**config.mk**
```make
export PLATFORM = sky130hd
export DESIGN_NAME = pipe_stage_skid
export DESIGN_NICKNAME = d
export VERILOG_FILES = /design/src/rtl/pipe_pkg.sv /design/src/rtl/pipe_entry.sv /design/src/rtl/pipe_stage_skid.sv
export SDC_FILE = /design/constraint.sdc
export NUM_CORES = 1
export LEC_CHECK = 0
export CAP_MARGIN = 30
export CORE_UTILIZATION = 53
export DETAILED_ROUTE_END_ITERATION = 10
export PLACE_DENSITY = 0.85
export SKIP_CTS_REPAIR_TIMING = 1
export SLEW_MARGIN = 5
export SYNTH_ARGS = -nofsm -noshare
export SYNTH_HDL_FRONTEND = slang
export SYNTH_SLANG_ARGS = --single-unit
```
**constraint.sdc**
```tcl
create_clock -name clk -period 4.6 [get_ports clk]
set_clock_uncertainty 0.15 [all_clocks]
set_input_delay 0.92 -clock clk [delete_from_list [all_inputs] [get_ports clk]]
set_output_delay 0.92 -clock clk [all_outputs]
set_load 0.05 [all_outputs]
```
**src/rtl/pipe_pkg.sv**
```systemverilog
// Shared pipeline-register definitions: per-stage control layouts, payload widths
// and a small occupancy helper used by pipe_stage_skid.
package pipe_pkg;

  typedef struct packed {
    logic predicted_taken;
  } if_id_ctrl_t;

  typedef struct packed {
    logic       reg_write;
    logic [1:0] result_src;
    logic       mem_write;
    logic       jump;
    logic       branch;
    logic [2:0] alu_control;
    logic       alu_src;
  } id_ex_ctrl_t;

  typedef struct packed {
    logic       reg_write;
    logic [1:0] result_src;
    logic       mem_write;
  } ex_mem_ctrl_t;

  typedef struct packed {
    logic       reg_write;
    logic [1:0] result_src;
  } mem_wb_ctrl_t;

  // Payload widths are the caller's packing: 32-bit words plus 5-bit register indices.
  localparam int IF_ID_DATA_WIDTH  = 96;   // instr, pc, pc+4
  localparam int ID_EX_DATA_WIDTH  = 175;  // rd1, rd2, pc, imm, pc+4, rs1, rs2, rd
  localparam int EX_MEM_DATA_WIDTH = 101;  // alu result, write data, pc+4, rd
  localparam int MEM_WB_DATA_WIDTH = 101;  // alu result, read data, pc+4, rd

  localparam int IF_ID_CTRL_WIDTH  = $bits(if_id_ctrl_t);
  localparam int ID_EX_CTRL_WIDTH  = $bits(id_ex_ctrl_t);
  localparam int EX_MEM_CTRL_WIDTH = $bits(ex_mem_ctrl_t);
  localparam int MEM_WB_CTRL_WIDTH = $bits(mem_wb_ctrl_t);

  function automatic logic [1:0] occupancy_of(input logic main_valid, input logic skid_valid);
    return {1'b0, main_valid} + {1'b0, skid_valid};
  endfunction

endpackage

```
**src/rtl/pipe_entry.sv**
```systemverilog
// One pipeline slot: valid flag, payload and control field.
// Clear drops the beat and zeroes control but leaves the payload untouched.
module pipe_entry
  import pipe_pkg::*;
#(
  parameter int DATA_WIDTH = 32,
  parameter int CTRL_WIDTH = 4
) (
  input  logic                  clk,
  input  logic                  rst,
  input  logic                  load,
  input  logic                  clear,
  input  logic [DATA_WIDTH-1:0] load_data,
  input  logic [CTRL_WIDTH-1:0] load_ctrl,
  output logic                  valid,
  output logic [DATA_WIDTH-1:0] data,
  output logic [CTRL_WIDTH-1:0] ctrl
);

  always_ff @(posedge clk or negedge rst) begin
    if (!rst) begin
      valid <= 1'b0;
      data  <= '0;
      ctrl  <= '0;
    end else if (clear) begin
      valid <= 1'b0;
      ctrl  <= '0;
    end else if (load) begin
      valid <= 1'b1;
      data  <= load_data;
      ctrl  <= load_ctrl;
    end
  end

endmodule

```
**src/rtl/pipe_stage_skid.sv**
```systemverilog
// Generic pipeline-stage register with valid/ready handshake, flush, optional
// two-entry skid buffer and a saturating bubble counter.
module pipe_stage_skid
  import pipe_pkg::*;
#(
  parameter int DATA_WIDTH = 32,
  parameter int CTRL_WIDTH = 4,
  parameter int SKID       = 1,
  parameter int CNT_WIDTH  = 16
) (
  input  logic                  clk,
  input  logic                  rst,
  input  logic                  clr,
  input  logic                  in_valid,
  output logic                  in_ready,
  input  logic [DATA_WIDTH-1:0] in_data,
  input  logic [CTRL_WIDTH-1:0] in_ctrl,
  output logic                  out_valid,
  input  logic                  out_ready,
  output logic [DATA_WIDTH-1:0] out_data,
  output logic [CTRL_WIDTH-1:0] out_ctrl,
  output logic [1:0]            occupancy,
  output logic [CNT_WIDTH-1:0]  bubble_cnt
);

  logic                  in_fire;
  logic                  out_fire;
  logic                  main_valid;
  logic [DATA_WIDTH-1:0] main_data;
  logic [CTRL_WIDTH-1:0] main_ctrl;
  logic                  main_load;
  logic                  main_clear;
  logic [DATA_WIDTH-1:0] main_load_data;
  logic [CTRL_WIDTH-1:0] main_load_ctrl;
  logic                  skid_valid;

  assign in_fire   = in_valid & in_ready;
  assign out_fire  = out_valid & out_ready;
  assign out_valid = main_valid;
  assign out_data  = main_data;
  assign out_ctrl  = main_valid ? main_ctrl : '0;
  assign occupancy = occupancy_of(main_valid, skid_valid);

  pipe_entry #(
    .DATA_WIDTH(DATA_WIDTH),
    .CTRL_WIDTH(CTRL_WIDTH)
  ) u_main (
    .clk      (clk),
    .rst      (rst),
    .load     (main_load),
    .clear    (main_clear),
    .load_data(main_load_data),
    .load_ctrl(main_load_ctrl),
    .valid    (main_valid),
    .data     (main_data),
    .ctrl     (main_ctrl)
  );

  generate
    if (SKID != 0) begin : g_skid
      logic                  skid_load;
      logic                  skid_clear;
      logic [DATA_WIDTH-1:0] skid_data;
      logic [CTRL_WIDTH-1:0] skid_ctrl;

      // Ready depends only on the skid flop, so it never combinationally follows out_ready.
      assign in_ready = ~skid_valid;

      always_comb begin
        main_load      = 1'b0;
        main_clear     = clr;
        skid_load      = 1'b0;
        skid_clear     = clr;
        main_load_data = in_data;
        main_load_ctrl = in_ctrl;
        if (!clr) begin
          if (out_fire && skid_valid) begin
            main_load      = 1'b1;
            main_load_data = skid_data;
            main_load_ctrl = skid_ctrl;
            if (in_fire) skid_load  = 1'b1;
            else         skid_clear = 1'b1;
          end else if (in_fire && (!main_valid || out_fire)) begin
            main_load = 1'b1;
          end else if (in_fire) begin
            skid_load = 1'b1;
          end else if (out_fire) begin
            main_clear = 1'b1;
          end
        end
      end

      pipe_entry #(
        .DATA_WIDTH(DATA_WIDTH),
        .CTRL_WIDTH(CTRL_WIDTH)
      ) u_skid (
        .clk      (clk),
        .rst      (rst),
        .load     (skid_load),
        .clear    (skid_clear),
        .load_data(in_data),
        .load_ctrl(in_ctrl),
        .valid    (skid_valid),
        .data     (skid_data),
        .ctrl     (skid_ctrl)
      );
    end else begin : g_single
      assign skid_valid = 1'b0;
      assign in_ready   = ~main_valid | out_ready;

      always_comb begin
        main_load_data = in_data;
        main_load_ctrl = in_ctrl;
        main_load      = in_fire & ~clr;
        main_clear     = clr | (out_fire & ~in_fire);
      end
    end
  endgenerate

  // Counts cycles where downstream could take a beat but none is offered.
  always_ff @(posedge clk or negedge rst) begin
    if (!rst) begin
      bubble_cnt <= '0;
    end else if (out_ready && !out_valid && !(&bubble_cnt)) begin
      bubble_cnt <= bubble_cnt + CNT_WIDTH'(1);
    end
  end

endmodule

```
* After elaboration in Yosys (flattened, before gate mapping)
Cells that the tools add are included.
Word-level totals: bits in writable memories 0, memory bits (read-only) 0, word-level logic and storage cells 54, memories kept 0, bits in registers 90, latch bits 0, input port bits 41
Cells by class: $mul 0, multiplexer cells 28, reductions and logical operators 12, add/subtract/negate cells 2, divide/modulo/power cells 0, bitwise logic cells 5, magnitude comparators 0, equal/unequal tests 0, shift-type cells 0
Operator list (number):
- two-way mux 32 bit | 2
- two-way mux 4 bit | 7
- two-way mux 1 bit | 19
- adder 16 x 1 -> 16 bit (second input constant) | 1
- AND reduction 16 bit | 1
- logical AND 1 bit | 4
- AND reduction 2 bit | 2
- nonzero test 2 bit | 2
- inverter 1 bit | 3
- adder 1 x 1 -> 2 bit | 1
- AND 1 bit | 2
- logical NOT 1 bit | 2
- logical OR 1 bit | 1

* Longest topological paths before layout
depth in word-level cells 8, gate-level depth with buffers 7, depth with buffers taken out 5

* Modules after synthesis
A second synthesis with hierarchy kept.
Second synthesis, totals: cells, all modules 297, area total of the unflattened synthesis 4451.8 µm²
Modules (own cells, without submodules):
- pipe_entry | area an instance 1557.7 µm², times used 2, cells each 85, sequential area each 925.9 µm²
- pipe_stage_skid | area an instance 1336.3 µm², times used 1, cells each 127, sequential area each 400.4 µm²

* Worst setup path before layout
Ideal clock, no wire load.
path kind reg2out, start point register u_main.valid, end point output out_ctrl[0], arrival time 1.465 ns, cell stages (with the launch flop) 3, path buffers 1, setup slack 2.065 ns, cells stage by stage dfrtp_1 clkbuf_1 and2_1
Between the ends: word-level cells in the longest chain between the ends 1
RTL lines:
- from (decl) | line pipe_entry.sv:15 | output logic valid,
- from (signal assigned) | line pipe_entry.sv:22 | valid <= 1'b0;
- from (signal assigned) | line pipe_entry.sv:26 | valid <= 1'b0;
- from (signal assigned) | line pipe_entry.sv:29 | valid <= 1'b1;
- two-way mux 4 bit | line pipe_stage_skid.sv:41 | assign out_ctrl = main_valid ? main_ctrl : '0;
- to (decl) | line pipe_stage_skid.sv:21 | output logic [CTRL_WIDTH-1:0] out_ctrl,
Every way passes these cells.

* Worst setup path in the final report
start point input out_ready, end point register u_main.data[6]
Between the ends: word-level cells in the longest chain between the ends 8
RTL lines:
- from (decl) | line pipe_stage_skid.sv:19 | input logic out_ready,
- AND 1 bit * | line pipe_stage_skid.sv:38 | assign out_fire = out_valid & out_ready;
- two-way mux 1 bit / logical OR 1 bit (equally long branches) | line pipe_stage_skid.sv:87, pipe_stage_skid.sv:83
- two-way mux 1 bit / logical AND 1 bit (equally long branches) | line pipe_stage_skid.sv:85, pipe_stage_skid.sv:83
- two-way mux 1 bit | line pipe_stage_skid.sv:83 | end else if (in_fire && (!main_valid || out_fire)) begin
- two-way mux 1 bit | line pipe_stage_skid.sv:77 | if (out_fire && skid_valid) begin
- two-way mux 1 bit | line pipe_stage_skid.sv:76 | if (!clr) begin
- inverter 1 bit (no source line)
- AND reduction 2 bit (no source line)
- to (signal assigned) | line pipe_entry.sv:30 | data <= load_data;
- to (decl) | line pipe_entry.sv:16 | output logic [DATA_WIDTH-1:0] data,
Every way passes the cells marked *; elsewhere a longest branch is shown, timed or not. A chain may end at the register's enable or synchronous reset.

==> impl_metrics.json <==
{
  "switchingPower_w": 0.000924,
  "min_period_ns": 3.19,
  "ys_ff_latch": 90,
  "path_clk_slew_ns": 0.09,
  "hold_class": "flop to flop",
  "vias": 2860,
  "p_int_w": 0.00148,
  "row_count": 31,
  "die_h_um": 89.3,
  "register_area_um2": 2250,
  "synth-xor-area-share_pct": 1.95,
  "wl_per_cell_um": 15.7,
  "fin_nets": 473,
  "cts_max_level": 3,
  "nFillCells": 506,
  "io_pins": 97,
  "multi_input_area_um2": 1670,
  "drv_cap": 0,
  "rsz0062_at_grt": "no",
  "p_comb_share_pct": 34.5,
  "layout-drive-gt1-share_pct": 15.6,
  "startpoint_type": "input pin",
  "fmax_mhz": 313,
  "grt_pass1_vias": 2842,
  "clkLatencyLatePin_ns": 0.35,
  "p_seq_share_pct": 45.3,
  "antennaDiodeCount": 0,
  "ys.warnings.count": 0,
  "syn_area_um2": 4040,
  "dieArea_um2": 7980,
  "cts.root.buffer_cell": "clkbuf_8",
  "async_reset_ff_share_pct": 100,
  "finalMaxSlewViolations": 0,
  "end_kind": "flop",
  "synth_fp_nets": 379,
  "syn_to_final_growth_pct": 29.8,
  "grt_max_degree": 47,
  "path_max_fanout": 23,
  "finalSetupViolCount": 0,
  "clockBufferDepth": 2,
  "clock-sinks": 90,
  "core_um2": 7330,
  "drc": 0,
  "final-hold-violation-count": 0,
  "p_leak_nw": 2.41,
  "dp_hpwl_um": 5930,
  "critical_path.cell_chain": "clkdlybuf4s50_1 -> nand2_1 -> or3_2 -> buf_4 -> mux2i_1 -> a21oi_1",
  "vias_per_cell": 5.36,
  "grt_antenna_before_repair": 0,
  "critPathRequiredTime_ns": 4.67,
  "drt_first_iter_violations": 114,
  "yosysUniqueCellTypes": 38,
  "start_util_pct": 55.1,
  "grt_pass1_wl_um": 13500,
  "path_delay_family": "buffers and inverters",
  "r2r_setup_slack_ns": 2.00,
  "synth_mux_area_share_pct": 18.9,
  "ys_seq_area_share_pct": 55.7,
  "syn_avg_cell_area_um2": 12.0,
  "power.density_nw_per_um2": 458,
  "synthSimpleGateAreaFrac_pct": 10.9,
  "fin_crit_sh_pct": 69.4,
  "crit_arrival_ns": 3.27,
  "synthCells": 336,
  "cts_tree": "built",
  "setup_ws_ns": 1.41,
  "track_usage_pct": 22.8,
  "irDropWorstVdd_mv": 0.275,
  "gr-total-overflow": 0,
  "relSlewSlack_pct": 53.3,
  "pre_cts_ws_ns": 1.06,
  "antenna_left": 0,
  "fp.dieW_um": 89.3,
  "cp_slowest_cell": "or3_2",
  "p_clk_share_pct": 20.2,
  "cp_num_buf_inv": 2,
  "port_buffers": 96,
  "crit_type": "input pin to flop",
  "tightestPinTransition_ns": 0.700,
  "synth_top_family_by_area": "multiplexers",
  "synth_flop_cell": "dfrtp_1",
  "dr.pass1.iters": 4,
  "place_congestion": 0.817,
  "cpPeakStageDelay_ns": 0.78,
  "status": "completed",
  "switching_share_pct": 38.4,
  "cts_made_buffers": 9,
  "synth_edf_count": 0,
  "synth_adder_area_share_pct": 0.619,
  "drt-total-wl_um": 8370,
  "tns_ns": 0,
  "synth_compound_area_share_pct": 8.60
}
==> layout make-up <==
type                    count  share of cell area [%]
clock buffers               9                    2.36
clock inverters             7                    1.00
inverters                   2                   0.143
multi-input cells         225                    31.7
flip-flops and latches     90                    42.9
well taps                  99                    2.36
repair buffers            102                    19.5
==> synth_stat cells, drive strengths merged (6+ instances only) <==
cell | number | share of area (%)
a21oi | 37 | 4.6
a22o | 8 | 1.7
buf | 14 | 2.7
dfrtp | 90 | 56
mux2 | 38 | 11
mux2i | 32 | 7.9
nand2 | 7 | 0.65
nand3 | 6 | 0.74
nand4 | 9 | 1.4
nor2 | 45 | 4.2
==> metal layers <==
metal / track usage (%) / share of wire, % / up-vias
met2: 39.1 / 50 / 77
li1: - / - / 1383
met3: 4.99 / 4.7 / 10
met1: 28.4 / 44 / 1390
met5: 0 / 0 / -
met4: 8.23 / 1.2 / 0
==> stage by stage <==
step,hold slack (ns),cells,util (%),instance area [um2],power (W)
3_5_place_dp,0.339,518,69.2,5070,0.00194
2_1_floorplan,0.315,336,-,4040,0.00163
4_1_cts,0.356,534,71.6,5250,0.00243
5_1_grt,0.365,534,71.6,5250,0.00253
6_report,0.357,534,71.6,5250,0.00241
3_3_place_gp,0.333,517,68.8,5040,0.00191
==> flip-flops by register name, indices dropped and copies added (netlist names) <==
signal,cells
g_skid.u_skid.data,32
u_main.data,32
bubble_cnt,16
g_skid.u_skid.ctrl,4
u_main.ctrl,4
g_skid.u_skid.valid,1
u_main.valid,1
==> power groups by stage <==
stage	registers, W	logic [W]	clock network (W)
after floorplan	0.00139	0.000241	0
after global placement	0.00109	0.000813	0
after detailed placement	0.00110	0.000835	0
after CTS	0.00109	0.000838	0.000497
after global routing	0.00111	0.000882	0.000532
final	0.00109	0.000831	0.000486
==> cell usage in the layout, fill, tap and decap left out, drive strengths merged <==
cell	Yosys	final
a31oi	2	2
a22o	8	8
nand4b	1	1
or2	1	1
and2	5	5
a211oi	3	3
nor2	45	45
nor4b	1	1
nor3	2	2
clkinvlp	0	1
mux2i	32	32
xnor2	5	5
nand4	9	9
ha	2	2
o2111ai	1	1
o21a	2	2
buf	14	7
a21oi	37	37
nor4	1	1
mux2	38	38
o211ai	1	1
and4b	1	1
nand2	7	7
dfrtp	90	90
nor2b	1	1
o21ai	2	2
nand3	6	6
o2111a	1	1
clkinv	0	4
clkbuf	5	9
clkdlybuf4s50	0	95
inv	2	4
xor2	4	4
or3	2	2
nand2b	1	1
and3	4	4
==> cell families after synthesis <==
logic type,count (synthesis)
simple gates,87
xor+xnor,9
mux,70
buf+inv,21
flops,90
fa+ha+maj,2
compound gates,57
==> final timing paths <==
path | endpoint | depth (start not counted) | startpoint
hold / removal | g_skid.u_skid.ctrl[2] | 1 | g_skid.u_skid.ctrl[2]
setup reg to reg | u_main.data[6] | 5 | u_main.valid
min in group asynchronous | bubble_cnt[9] | 1 | rst
hold reg to reg | g_skid.u_skid.ctrl[2] | 1 | g_skid.u_skid.ctrl[2]
setup / recovery | u_main.data[6] | 6 | out_ready
max in group asynchronous | g_skid.u_skid.data[26] | 2 | rst
No activity file was read; power rests on OpenSTA's default activity.
